## config.mk

```make
export PLATFORM = sky130hd
export DESIGN_NAME = rx_detect_sequencer
export DESIGN_NICKNAME = d
export VERILOG_FILES = /design/src/rtl/rx_detect_sequencer.sv
export SDC_FILE = /design/constraint.sdc
export NUM_CORES = 1
export LEC_CHECK = 0
export ABC_AREA = 1
export CAP_MARGIN = 10
export CORE_AREA = 2 2 39 41
export DETAILED_ROUTE_END_ITERATION = 10
export DIE_AREA = 0 0 41 43
export DONT_BUFFER_PORTS = 1
export HOLD_SLACK_MARGIN = 0.08
export PLACE_DENSITY = 0.76
export SYNTH_ARGS = -nofsm -noshare
export SYNTH_HDL_FRONTEND = slang
export SYNTH_SLANG_ARGS = --single-unit
```

## constraint.sdc

```tcl
create_clock -name clk_i -period 2.91 [get_ports clk_i]
set_input_delay 0.582 -clock clk_i [delete_from_list [all_inputs] [get_ports clk_i]]
set_output_delay 0.582 -clock clk_i [all_outputs]
set_load 0.05 [all_outputs]
```

## src/rtl/rx_detect_sequencer.sv

```systemverilog
// Receiver-detection sequencer: drives TX common-mode and detect pulses, samples lane
// comparators, and applies the two-pass confirm rule before reporting the lane mask.
module rx_detect_sequencer #(
   parameter int NUM_LANES         = 1,
   parameter int SETTLE_CYCLES     = 16,
   parameter int CHARGE_CYCLES     = 8,
   parameter int RETRY_WAIT_CYCLES = 64
) (
   input  logic                 clk_i,
   input  logic                 rst_ni,
   input  logic                 start_i,
   input  logic                 abort_i,
   input  logic [NUM_LANES-1:0] rx_detect_sense_i,
   output logic                 tx_cm_en_o,
   output logic [NUM_LANES-1:0] tx_detect_pulse_o,
   output logic [NUM_LANES-1:0] lane_detect_o,
   output logic                 busy_o,
   output logic                 done_o
);

   localparam int MAX_A = (SETTLE_CYCLES > CHARGE_CYCLES) ? SETTLE_CYCLES : CHARGE_CYCLES;
   localparam int MAX_CYC = (MAX_A > RETRY_WAIT_CYCLES) ? MAX_A : RETRY_WAIT_CYCLES;
   localparam int CNT_W = (MAX_CYC > 1) ? $clog2(MAX_CYC) : 1;

   localparam logic [CNT_W-1:0] SETTLE_LD = CNT_W'(SETTLE_CYCLES - 1);
   localparam logic [CNT_W-1:0] CHARGE_LD = CNT_W'(CHARGE_CYCLES - 1);
   localparam logic [CNT_W-1:0] RETRY_LD  = CNT_W'(RETRY_WAIT_CYCLES - 1);

   typedef enum logic [2:0] {
      IDLE, CM_SETTLE, PULSE, EVAL, WAIT_RETRY, DONE
   } state_t;

   state_t               state_q, state_d;
   logic [CNT_W-1:0]     cnt_q, cnt_d;
   logic                 pass_q, pass_d;
   logic [NUM_LANES-1:0] pass1_mask_q, pass1_mask_d;
   logic [NUM_LANES-1:0] sample_mask_q, sample_mask_d;
   logic [NUM_LANES-1:0] lane_detect_q, lane_detect_d;
   logic [NUM_LANES-1:0] confirm_mask;
   logic                 cnt_last;

   assign cnt_last     = (cnt_q == '0);
   assign confirm_mask = pass1_mask_q & sample_mask_q;

   always_comb begin
      state_d           = state_q;
      cnt_d             = cnt_q;
      pass_d            = pass_q;
      pass1_mask_d      = pass1_mask_q;
      sample_mask_d     = sample_mask_q;
      lane_detect_d     = lane_detect_q;
      tx_cm_en_o        = 1'b0;
      tx_detect_pulse_o = '0;
      busy_o            = (state_q != IDLE);
      done_o            = 1'b0;

      case (state_q)
         IDLE: begin
            if (start_i) begin
               state_d       = CM_SETTLE;
               cnt_d         = SETTLE_LD;
               pass_d        = 1'b0;
               lane_detect_d = '0;
            end
         end
         CM_SETTLE: begin
            tx_cm_en_o = 1'b1;
            if (cnt_last) begin
               state_d = PULSE;
               cnt_d   = CHARGE_LD;
            end else begin
               cnt_d = cnt_q - CNT_W'(1);
            end
         end
         PULSE: begin
            tx_cm_en_o        = 1'b1;
            tx_detect_pulse_o = '1;
            // Only the fully charged, final pulse cycle gives a trustworthy comparator reading.
            if (cnt_last) begin
               state_d       = EVAL;
               sample_mask_d = rx_detect_sense_i;
            end else begin
               cnt_d = cnt_q - CNT_W'(1);
            end
         end
         EVAL: begin
            tx_cm_en_o = 1'b1;
            if (!pass_q) begin
               if (&sample_mask_q) begin
                  state_d       = DONE;
                  lane_detect_d = sample_mask_q;
               end else begin
                  state_d = WAIT_RETRY;
                  cnt_d   = RETRY_LD;
                  if (sample_mask_q != '0) begin
                     pass1_mask_d = sample_mask_q;
                     pass_d       = 1'b1;
                  end
               end
            end else if (confirm_mask != '0) begin
               state_d       = DONE;
               lane_detect_d = confirm_mask;
            end else begin
               // No lane confirmed twice: start over with a fresh first pass.
               state_d = WAIT_RETRY;
               cnt_d   = RETRY_LD;
               pass_d  = 1'b0;
            end
         end
         WAIT_RETRY: begin
            tx_cm_en_o = 1'b1;
            if (cnt_last) begin
               state_d = PULSE;
               cnt_d   = CHARGE_LD;
            end else begin
               cnt_d = cnt_q - CNT_W'(1);
            end
         end
         DONE: begin
            tx_cm_en_o = 1'b1;
            done_o     = 1'b1;
            state_d    = IDLE;
         end
         default: state_d = IDLE;
      endcase

      // Abort overrides any transition, including an EVAL that would complete.
      if (abort_i && (state_q != IDLE)) begin
         state_d       = IDLE;
         lane_detect_d = lane_detect_q;
      end
   end

   always_ff @(posedge clk_i) begin
      if (!rst_ni) begin
         state_q       <= IDLE;
         cnt_q         <= '0;
         pass_q        <= 1'b0;
         pass1_mask_q  <= '0;
         sample_mask_q <= '0;
         lane_detect_q <= '0;
      end else begin
         state_q       <= state_d;
         cnt_q         <= cnt_d;
         pass_q        <= pass_d;
         pass1_mask_q  <= pass1_mask_d;
         sample_mask_q <= sample_mask_d;
         lane_detect_q <= lane_detect_d;
      end
   end

   assign lane_detect_o = lane_detect_q;

endmodule

```

---- Yosys cells after proc, flatten, opt, wreduce, memory -nomap -nowiden ----
Index checks and enable logic that the tools add are counted.
storage, ports and cells
  output and inout port bits .............. 5
  word-level logic and storage cells ...... 54
  register bits ........................... 12
cells by class
  bitwise logic cells ..................... 2
  $add $sub $neg .......................... 1
  eq/ne operators ......................... 12
  mux-type cells .......................... 20
  reductions and logical operators ........ 14
operators with widths
  operator             count
  $mux 6               5
  $pmux 6 s4           1
  $mux 3               4
  $pmux 3 s4           1
  $ne 2x2->1 const B   4
  $mux 1               7
  $eq 3x2->1 const B   2
  $eq 3x3->1 const B   2
  $logic_not 6->1      1
  $ne 3x3->1 const B   2
  $sub 6x1->6 const B  1
  $reduce_and 5->1     1
  $reduce_or 5->1      1
  $pmux 1 s2           2
  $reduce_and 2->1     2
  $reduce_and 4->1     1
  $reduce_bool 4->1    1
  $reduce_or 2->1      2
  $eq 3x1->1 const B   1
  $logic_not 3->1      1
  $reduce_and 3->1     1
  $reduce_bool 3->1    1
  $ne 2x1->1 const B   1
  $not 1->1            2
  other kinds (2)      2

---- Longest topological paths before layout ----
Gate-level depths: netlist of the first run.
  word-level depth ........................ 4
  mapped depth ............................ 10

---- Worst setup path after synthesis of the first run ----
Ideal clock, no wire load.
  path type ............................... reg2out
  from .................................... register state_q[0]
  to ...................................... output tx_cm_en_o
  arrival ................................. 2126 ps
  slack ................................... 202 ps
  cell stages (with the launch flop) ...... 4
  cell sequence ........................... dfxtp_1 inv_2 nor3_1 nand3b_1
between the ends
  word-level cells in the longest chain between the ends .. 3
  elaborated cells on any way between the ends .. 7
ends and longest elaborated chain
  item                                      line  RTL
  from (decl)                               33    state_t state_q, state_d;
  from (signal assigned)                    143   state_q <= state_d;
  $eq 3x3->1, or another cell as far along  57    case (state_q)
  $reduce_or 5->1 (no line) (*)             n/a
  $mux 1 (*)                                57
  to (decl)                                 14    output logic tx_cm_en_o,
Mark *: on every way between the ends. The rest lies on a longest branch, timed or not.

---- Final worst setup path of the first run ----
  from .................................... register state_q[2]
  to ...................................... output tx_cm_en_o
Same word-level chain as after synthesis.

==> results of run 1 <==
## cell families after synthesis
kind of cell | share of synthesized area
AND/OR/NAND/NOR | 0.477
buffers and inverters | 0.0822
AO/OA/AOI/OAI | 0.103
flip-flops | 0.308
XOR/XNOR | 0.0122
adder cells (fa/ha/maj) | 0.0175
## registers in the layout (all words and copies together) (netlist names)
signal / cells
cnt_q: 6
lane_detect_o: 1
sample_mask_q: 1
state_q: 3
## power by group through the flow
stage	clock [W]	sequential, W	combinational, W
6_report	0.000101	0.000216	0.000338
2_1_floorplan	0	0.000212	0.000298
5_1_grt	0.000110	0.000223	0.000380
3_5_place_dp	0	0.000219	0.000340
3_3_place_gp	0	0.000218	0.000337
4_1_cts	0.000104	0.000216	0.000340
## per-layer routing
metal  wire (microns)  share of wire  GRT usage  up-vias
met1              665           0.51      0.301      284
met3               44          0.034     0.0157        4
met2              561           0.43      0.256       11
met5                0              0          0        -
met4               25          0.019      0.100        0
li1                 -              -          -      362
## how the worst max path moves through the flow
stage                             from          to  slack [ns]  depth (start not counted)
2_1_floorplan  state_q[0]$_SDFFE_PP0P_  tx_cm_en_o        0.20                          3
3_3_place_gp   state_q[1]$_SDFFE_PP0P_  tx_cm_en_o         1.0                          4
3_5_place_dp   state_q[2]$_SDFFE_PP0P_  tx_cm_en_o        0.98                          5
4_1_cts        state_q[1]$_SDFFE_PP0P_  tx_cm_en_o        0.69                          4
5_1_grt        state_q[1]$_SDFFE_PP0P_  tx_cm_en_o        0.61                          4
6_report       state_q[2]$_SDFFE_PP0P_  tx_cm_en_o        0.70                          5
## worst register-to-register path: stages, from the launching register on
cell and delay [ns]:
dfxtp_1 0.38, inv_1 0.08, ha_1 0.27, nand3_2 0.12
nor2_1 0.05, inv_1 0.14, nand2_4 0.08, inv_4 0.09
nand2_4 0.05, nor2_1 0.09, nor2_1 0.05
## synthesized netlist by cell type
| master | n |
|---|---|
| nand2_2 | 3 |
| a21oi_1 | 6 |
| nand3_1 | 6 |
| inv_2 | 4 |
| dfxtp_1 | 11 |
| nor2_2 | 3 |
| nor2_4 | 2 |
| a21oi_2 | 1 |
| inv_1 | 10 |
| nor3_1 | 4 |
| nor2_1 | 14 |
| o21ai_0 | 4 |
| nand3b_1 | 2 |
| xnor2_1 | 1 |
| o21ai_1 | 3 |
| ha_1 | 1 |
| nand2_1 | 27 |
| nand3_2 | 4 |
| inv_4 | 1 |
| nand2_4 | 2 |
## layout make-up
class	count	area [sq um]
multi-input cells	83	442
repair buffers	1	7.51
inverters	15	58.8
fillers	141	609
well taps	16	20.0
clock buffers	4	26.3
flip-flops and latches	11	220
## metrics by stage
step / util / hold slack (ns) / cells / instance area (sq um) / power, W
floorplan: - / 0.471 / 109 / 716 / 0.000509
detailed placement: 0.541 / 0.492 / 126 / 748 / 0.000559
global route: 0.560 / 0.447 / 130 / 774 / 0.000712
finish: 0.560 / 0.449 / 130 / 774 / 0.000656
global placement: 0.541 / 0.491 / 126 / 748 / 0.000555
CTS: 0.560 / 0.445 / 130 / 774 / 0.000660
==> impl_summary.txt, run 1 <==
----------------------------------------------------
[Clock tree]
  Maximum clock insertion buffer count ... 2
  Total CTS buffers ... 3
  Maximum level of the CTS H-tree ... 1
  Post-CTS setup repair buffer count ... 0
  Total clock sinks ... 11
  Post-cts gate resize count ... 0
  Hold Buf Count CTS ... 0
  Clock tree from TritonCTS ... yes
  Clock slew at reported path FFs ... roughly 0.070 ns
  Clk Latency, worst-skew pair ... 0.26 ns
  CTS Root Buffer Type ... clkbuf_4

[Floorplan]
  Die extent in y ... 43 microns
  # IOs ... 10
  Row count ... 14
  DIE AREA ... 0.00176 sq mm
  Initial core utilization ... 0.517
  Die X ... 41 microns
  Total core area ... 0.00138 sq mm

[Routing]
  Number of design rule violations left after detail routing ... 0
  Final routed wire length divided by cell count ... 9.96 microns
  Count of nets left with antenna violations after detail routing ... 0
  Total wire length ... around 1300 microns
  Number of vias per cell ... 5.08
  Routed vias ... 661
  1st-pass router iterations ... 4
  Iteration-0 DRC count of the detailed router ... 12

[Critical path]
  Cell mode on critical path ... inv_2
  Number of buffers and inverters on the critical path ... 2
  Element type at the critical path end ... primary output
  Startpoint class of the critical path ... flop
  Slack of the worst reg-to-reg path ... between 1 and 1.5 ns
  Crit-path max FO ... 6
  Worst Setup Path Type ... flop to primary output
  Largest incremental delay on the critical path ... 0.42 ns
  Critical Path RT ... between 2 and 2.5 ns
  Cell type group with the largest total delay on the critical path ... simple AND/OR/NAND/NOR gates
  Path depth of the worst reg2reg path ... 10
  Cell Chain, Critical Path ... inv_2, nand3_2, inv_2, nor2_2, nand3b_1
  Critical path data arrival time ... 1.62 ns
  FF-to-FF End ... cnt_q[1]$_SDFFE_PN0P_
  Critical R2R Launch ... cnt_q[0]$_SDFFE_PN0P_
  Crit path max-delay cell type ... nand3b_1

[Logic synthesis]
  Post-synthesis cell count ... roughly 110
  Share of the yosys chip area belonging to registers ... 0.308
  Synth unique cells ... 20
  Top area cells in the synthesized netlist ... dfxtp_1 (31%), nand2_1 (14%), nor2_1 (7.3%)
  Number of warnings issued by yosys ... 0
  Synthesized cell area ... 716 sq um
  Share of the synthesized area in the top cell type ... 0.308
  Most area-hungry cell type in the Yosys netlist ... dfxtp_1
  Post-synthesis net count ... 115
  Mapped Avg Cell Area ... 6.57 sq um
  Number of synthesized register bits ... 11

[Layout]
  Share of layout cells above drive strength 1 ... 0.219
  Highest-count cells in the layout ignoring fill and taps ... nand2_1 (27), nor2_1 (14), dfxtp_1 (11)
  Number of inserted diodes ... 0
  Most frequent standard cell in the layout excluding fill and tap cells ... nand2_1
  Net count, final ... ~120
  Area Overhead vs Synth ... 8.22%

[Power and ir drop]
  Peak supply drop ... 0.000483 V
  Power density of the placed cells ... 847 mW/mm^2
  Share of power burned in the clock network ... 0.155
  Internal ... 0.000335 W
  Combinational share of power ... 0.515
  Part of the power in registers ... 0.330
  Switching component of the power ... about 0.00032 W
  Static Leak ... 0.352 nW
  Switching Share ... 0.490

[Global route]
  Number of antenna violations at the first check in global routing ... 0
  Congestion Overflow GR ... 0
  Number of global-route vias before repair ... 577
  Pin count of the biggest net entering global routing ... 9
  Wire length of the first global-routing pass ... 2350 microns
  Total track usage ... 0.194

[Hold path]
  Cell depth of the worst min-delay path ... 2
  Type of the tightest min-delay check ... input port to flop
  Hold wc startpoint ... rst_ni
  Sink of the worst hold path ... state_q[0]$_SDFFE_PP0P_

[Place]
  Count of buffers from port buffering ... 0
  Placement-stage worst setup slack ... 0.982 ns
  Routability-driven placement congestion ratio ... 0.824
  Detailed placement HPWL ... 1070 microns

[Timing]
  Final clock period utilization by the worst path ... 0.758
  Fin crit period ... around 2.2 ns
  Unrepaired setup endpoints after global routing ... no
  Total negative slack for setup checks ... 0 ns
  Final-report hold violation count ... 0
  Final Max Tran Viols ... 0
  Max-slew headroom ... 0.644
  Worst clock skew on the final layout ... 0.000618 ns
  Final setup vio count ... 0
  Max frequency ... 454 MHz
  Slew at the pin with the worst max-slew slack ... 0.533 ns
  Fin worst setup slack ... 0.705 ns

[Run status]
  Status ... finished, final reports clean

[Flow run]
  Max-cap viol count ... 0

----------------------------------------------------
No activity file was read; power rests on OpenSTA's default activity.
==> run 2: changes to the inputs <==
Settings changed: CORE_AREA 2 2 39 41 to unset, CORE_MARGIN set to 2, CORE_UTILIZATION set to 53, DIE_AREA 0 0 41 43 to unset, PLACE_DENSITY 0.76 to 0.78.
Clock period 2.91 ns to 2 ns, I/O delays scaled along.
==> run 2 against run 1 <==
Die area fell by 5.8%. Cell area rose by 4.2%. Non-clock buffer count up 2. Routed wire length rose by 12%. Register-to-register slack got worse by 0.95 ns. Clock skew is 0.0024 ns higher. Clock power up 58%. Critical path type unchanged. Critical endpoint unchanged.
==> impl_summary.txt, run 2 (synthesis results as in run 1) <==
----------------------------------------------------
[Run status]
  Status ... finished, final reports clean

[Clock tree]
  Maximum clock insertion buffer count ... 2
  CTS Root Buffer Type ... clkbuf_4
  Hold Buf Count CTS ... 0
  Clock tree from TritonCTS ... yes
  Total CTS buffers ... 3
  Maximum level of the CTS H-tree ... 1
  Clock slew at reported path FFs ... roughly 0.080 ns
  Clk Latency, worst-skew pair ... roughly 0.27 ns
  Total clock sinks ... 11
  Post-CTS setup repair buffer count ... 0
  Post-cts gate resize count ... 0

[Critical path]
  Element type at the critical path end ... primary output
  Worst Setup Path Type ... flop to primary output
  Critical Path RT ... 1.60 ns
  Critical path data arrival time ... approximately 1.5 ns
  Crit-path max FO ... 6
  Startpoint class of the critical path ... flop

[Routing]
  Number of design rule violations left after detail routing ... 0
  Iteration-0 DRC count of the detailed router ... 30
  Total wire length ... approximately 1500 microns
  Number of vias per cell ... 5.21
  Routed vias ... 682
  1st-pass router iterations ... 4
  Final routed wire length divided by cell count ... 11.1 microns
  Count of nets left with antenna violations after detail routing ... 0

[Global route]
  Total track usage ... 0.208
  Congestion Overflow GR ... 0
  Number of antenna violations at the first check in global routing ... 0
  Number of global-route vias before repair ... 516
  Wire length of the first global-routing pass ... 2240 microns
  Pin count of the biggest net entering global routing ... 9

[Floorplan]
  Die X ... 40.7 microns
  Row count ... 13
  # IOs ... 10
  Total core area ... 0.00128 sq mm
  DIE AREA ... 0.00166 sq mm
  Die extent in y ... around 41 microns
  Initial core utilization ... 0.557

[Timing]
  Worst clock skew on the final layout ... slightly above 0.003 ns
  Slew at the pin with the worst max-slew slack ... 0.514 ns
  Fin worst setup slack ... 0.151 ns
  Final Max Tran Viols ... 0
  Total negative slack for setup checks ... 0 ns
  Post-route worst hold slack ... roughly 0.26 ns
  Final clock period utilization by the worst path ... 0.925
  Final setup vio count ... 0
  Max-slew headroom ... 0.656
  Max frequency ... 541 MHz
  Final-report hold violation count ... 0
  Fin crit period ... 1.85 ns
  Unrepaired setup endpoints after global routing ... no

[Layout]
  Most frequent standard cell in the layout excluding fill and tap cells ... nand2_1
  Net count, final ... 123
  Regs by FF count ... cnt_q: 6 flops, state_q: 3 flops
  Area Overhead vs Synth ... 12.8%
  Number of inserted diodes ... 0
  Number of flip-flops under the largest register name ... 6
  Highest-count cells in the layout ignoring fill and taps ... nand2_1 (27), nor2_1 (14), dfxtp_1 (11)
  Final core utilization ... 0.628
  Layout fillers ... between 100 and 150
  Share of layout cells above drive strength 1 ... 0.233
  Largest register by flop count ... cnt_q

[Place]
  Routability-driven placement congestion ratio ... 0.898
  Detailed placement HPWL ... around 1100 microns
  Placement-stage worst setup slack ... 0.463 ns
  Count of buffers from port buffering ... 0

[Power and ir drop]
  Peak supply drop ... 0.000764 V
  Total power consumption of the routed design ... 0.00103 W
  Power density of the placed cells ... 1280 mW/mm^2
  Static Leak ... 0.365 nW

[Flow run]
  Max-cap viol count ... 0

[Hold path]
  Type of the tightest min-delay check ... input port to flop

----------------------------------------------------
run 2: cell count changes in the layout (fill, tap and decap cells not counted):
cell    previous run  this run
buf_12             0         1
nor3_2             1         0
nor3_4             0         1
buf_4              1         2
run 2: per-layer routing:
layer	share of wire	GRT usage	vias up	routed length [microns]
met5	0	0	-	0
met4	0.0082	0.100	0	12
met3	0.053	0.0489	2	77
met2	0.44	0.306	19	638
met1	0.50	0.284	295	727
li1	-	-	366	-
run 2: path summary, 6_finish.rpt:
check / end / cells past startpoint / startpoint / slack [ns]
hold / removal: cnt_q[3]$_SDFFE_PN0P_ / 2 / rst_ni / 0.26
setup / recovery: tx_cm_en_o / 6 / state_q[1]$_SDFFE_PP0P_ / 0.15
setup reg to reg: cnt_q[1]$_SDFFE_PN0P_ / 10 / cnt_q[0]$_SDFFE_PN0P_ / 0.45
hold reg to reg: sample_mask_q$_SDFFE_PN0P_ / 2 / sample_mask_q$_SDFFE_PN0P_ / 0.51
run 2: stage by stage:
step                instances  instance area, sq um
global placement          127                   781
global route              131                   807
detailed placement        127                   781
finish                    131                   807
floorplan                 109                   727
CTS                       131                   807
run 2: final cells by class:
type / count / area (sq um) / share of cell area
repair buffers: 3 / 35.0 / 0.0434
well taps: 15 / 18.8 / 0.0233
clock buffers: 4 / 26.3 / 0.0326
inverters: 15 / 58.8 / 0.0729
multi-input cells: 83 / 448 / 0.555
flip-flops and latches: 11 / 220 / 0.273
run 2: report_power, final:
part	total, W	leakage [nW]	switching [W]	internal (W)
clock	0.000160	0.0150	0.0000830	0.0000772
sequential	0.000315	0.0903	0.0000566	0.000259
combinational	0.000555	0.260	0.000362	0.000193
total	0.00103	0.365	0.000502	0.000529
run 2: critical path, stage by stage (launching register included):
cell and delay, ns:
dfxtp_1 0.50, nor2_2 0.09, nand2_1 0.08, nand2_2 0.07, nor2_2 0.12, nand3b_1 0.14, buf_12 0.18
==> patch, RTL diff (flow settings as in run 1) <==
Re-encode `state_t` (6 states) as one-hot, 6 bits wide.
--- a/src/rtl/rx_detect_sequencer.sv
+++ b/src/rtl/rx_detect_sequencer.sv
@@ -28,4 +28,4 @@
 
-   typedef enum logic [2:0] {
-      IDLE, CM_SETTLE, PULSE, EVAL, WAIT_RETRY, DONE
+   typedef enum logic [5:0] {
+      IDLE = 6'b000001, CM_SETTLE = 6'b000010, PULSE = 6'b000100, EVAL = 6'b001000, WAIT_RETRY = 6'b010000, DONE = 6'b100000
    } state_t;
Formal check against the unedited RTL: same outputs for any inputs over 10 cycles, from zero or initial values and one cycle with rst_ni low; not proved beyond that.
==> patch against run 1 <==
Combinational power shrank 40%. First-iteration DRC count increased by 67%. Core utilization is 16 points higher. Wire length rose by 40%. Power shrank 16%. Design area increased by 29%. Cell count is 16% higher. Area after synthesis up 34%. Sequential cell count grew 3. Worst setup slack lost 100 ps. Critical endpoint unchanged. Largest cell class unchanged.
==> patch: results <==
group,metric,value,unit
power_and_ir_drop,p_leak,0.000529,uW
power_and_ir_drop,p_sw,221,uW
placement,dp_hpwl,1490,um
critical_path,crit_fanout,8,
cells_and_area,fillers,119,
timing,tightest_slew,529,ps
drt,wl_per_cell,12.0,um
timing,finClkSkew,0.752,ps
drt,via_per_inst,5.49,
timing,whs,417,ps
synthesis,synth_area_leaders,"dfxtp_1, nand2_1, inv_1, nand3_2, nor2_1",
critical_path,worstPathArrival,1730,ps
synthesis,syn_inst,133,
global_route,grt_pass1_vias,793,
critical_path,critPathLaunch,"state_q[0]$_SDFFE_PP1P_",
placement,gp_congestion,0.827,
run_status,outcome,"finished, final reports clean",
cells_and_area,drive_gt1_share,22.2,%
clocking,clkLatencyLatePin,280,ps
cells_and_area,reg_top3,"cnt_q x6, state_q x6",
synthesis,synth_common_cells,"nand2_1, inv_1, nor2_1",
placement,dpl-instance-area,973,sq um
critical_path,reg2reg_depth,9,
cells_and_area,nets,143,
critical_path,cp_slowest_cell,"nand3_1",
critical_path,reg2reg_to,"cnt_q[5]$_SDFFE_PN0P_",
global_route,grt_max_degree,11,
critical_path,slowest_delay,390,ps
global_route,grt_pass1_wl,3120,um
==> patch: cell count changes in the layout (fill, tap and decap cells not counted), moves of 3 or more <==
| cell | before | now |
|---|---|---|
| nand4_1 | 0 | 6 |
| inv_1 | 10 | 21 |
| nor3_1 | 3 | 0 |
| dfxtp_1 | 11 | 14 |
| nand2_1 | 27 | 24 |
| nand3_1 | 6 | 9 |
| inv_2 | 4 | 1 |
==> patch: how the worst max path moves through the flow <==
stage                     slack [ps]  depth (start not counted)    endpoint
final                            600                          5  tx_cm_en_o
after global routing             520                          5  tx_cm_en_o
after CTS                        590                          5  tx_cm_en_o
after detailed placement         900                          5  tx_cm_en_o
after global placement           950                          5  tx_cm_en_o
after floorplan                  990                          5  tx_cm_en_o
==> patch: per-layer routing <==
layer | wire length, um | GRT usage, %
met1 | 845 | 34.1
met2 | 847 | 39.7
met3 | 79 | 3.14
met4 | 40 | 12.7
met5 | 0 | 0
==> patch: cell families (layout without fill, tap and decap cells) <==
group	count (synthesis)	in the layout	share of synthesized area, %
buffers and inverters	23	25	9.14
XOR/XNOR	1	1	0.914
flip-flops	14	14	29.2
adder cells (fa/ha/maj)	1	1	1.31
AO/OA/AOI/OAI	15	15	8.49
AND/OR/NAND/NOR	79	79	50.9
==> patch: cell type report <==
cell class	count	area, sq um	share of cell area (%)
flip-flops and latches	14	280	28.1
inverters	22	82.6	8.29
multi-input cells	96	591	59.3
clock buffers	3	22.5	2.26
well taps	16	20.0	2.01
==> patch: power by group through the flow <==
stage	clock [uW]	combinational [uW]	sequential [uW]
floorplan	0	174	242
global placement	0	200	244
detailed placement	0	203	245
finish	104	203	241
global route	113	232	244
CTS	109	204	241
==> patch: worst max-delay path, delay by kind of cell (launching register included) <==
| family | cells | cell delay (ps) |
|---|---|---|
| flops | 1 | 350 |
| simple gates | 5 | 1090 |
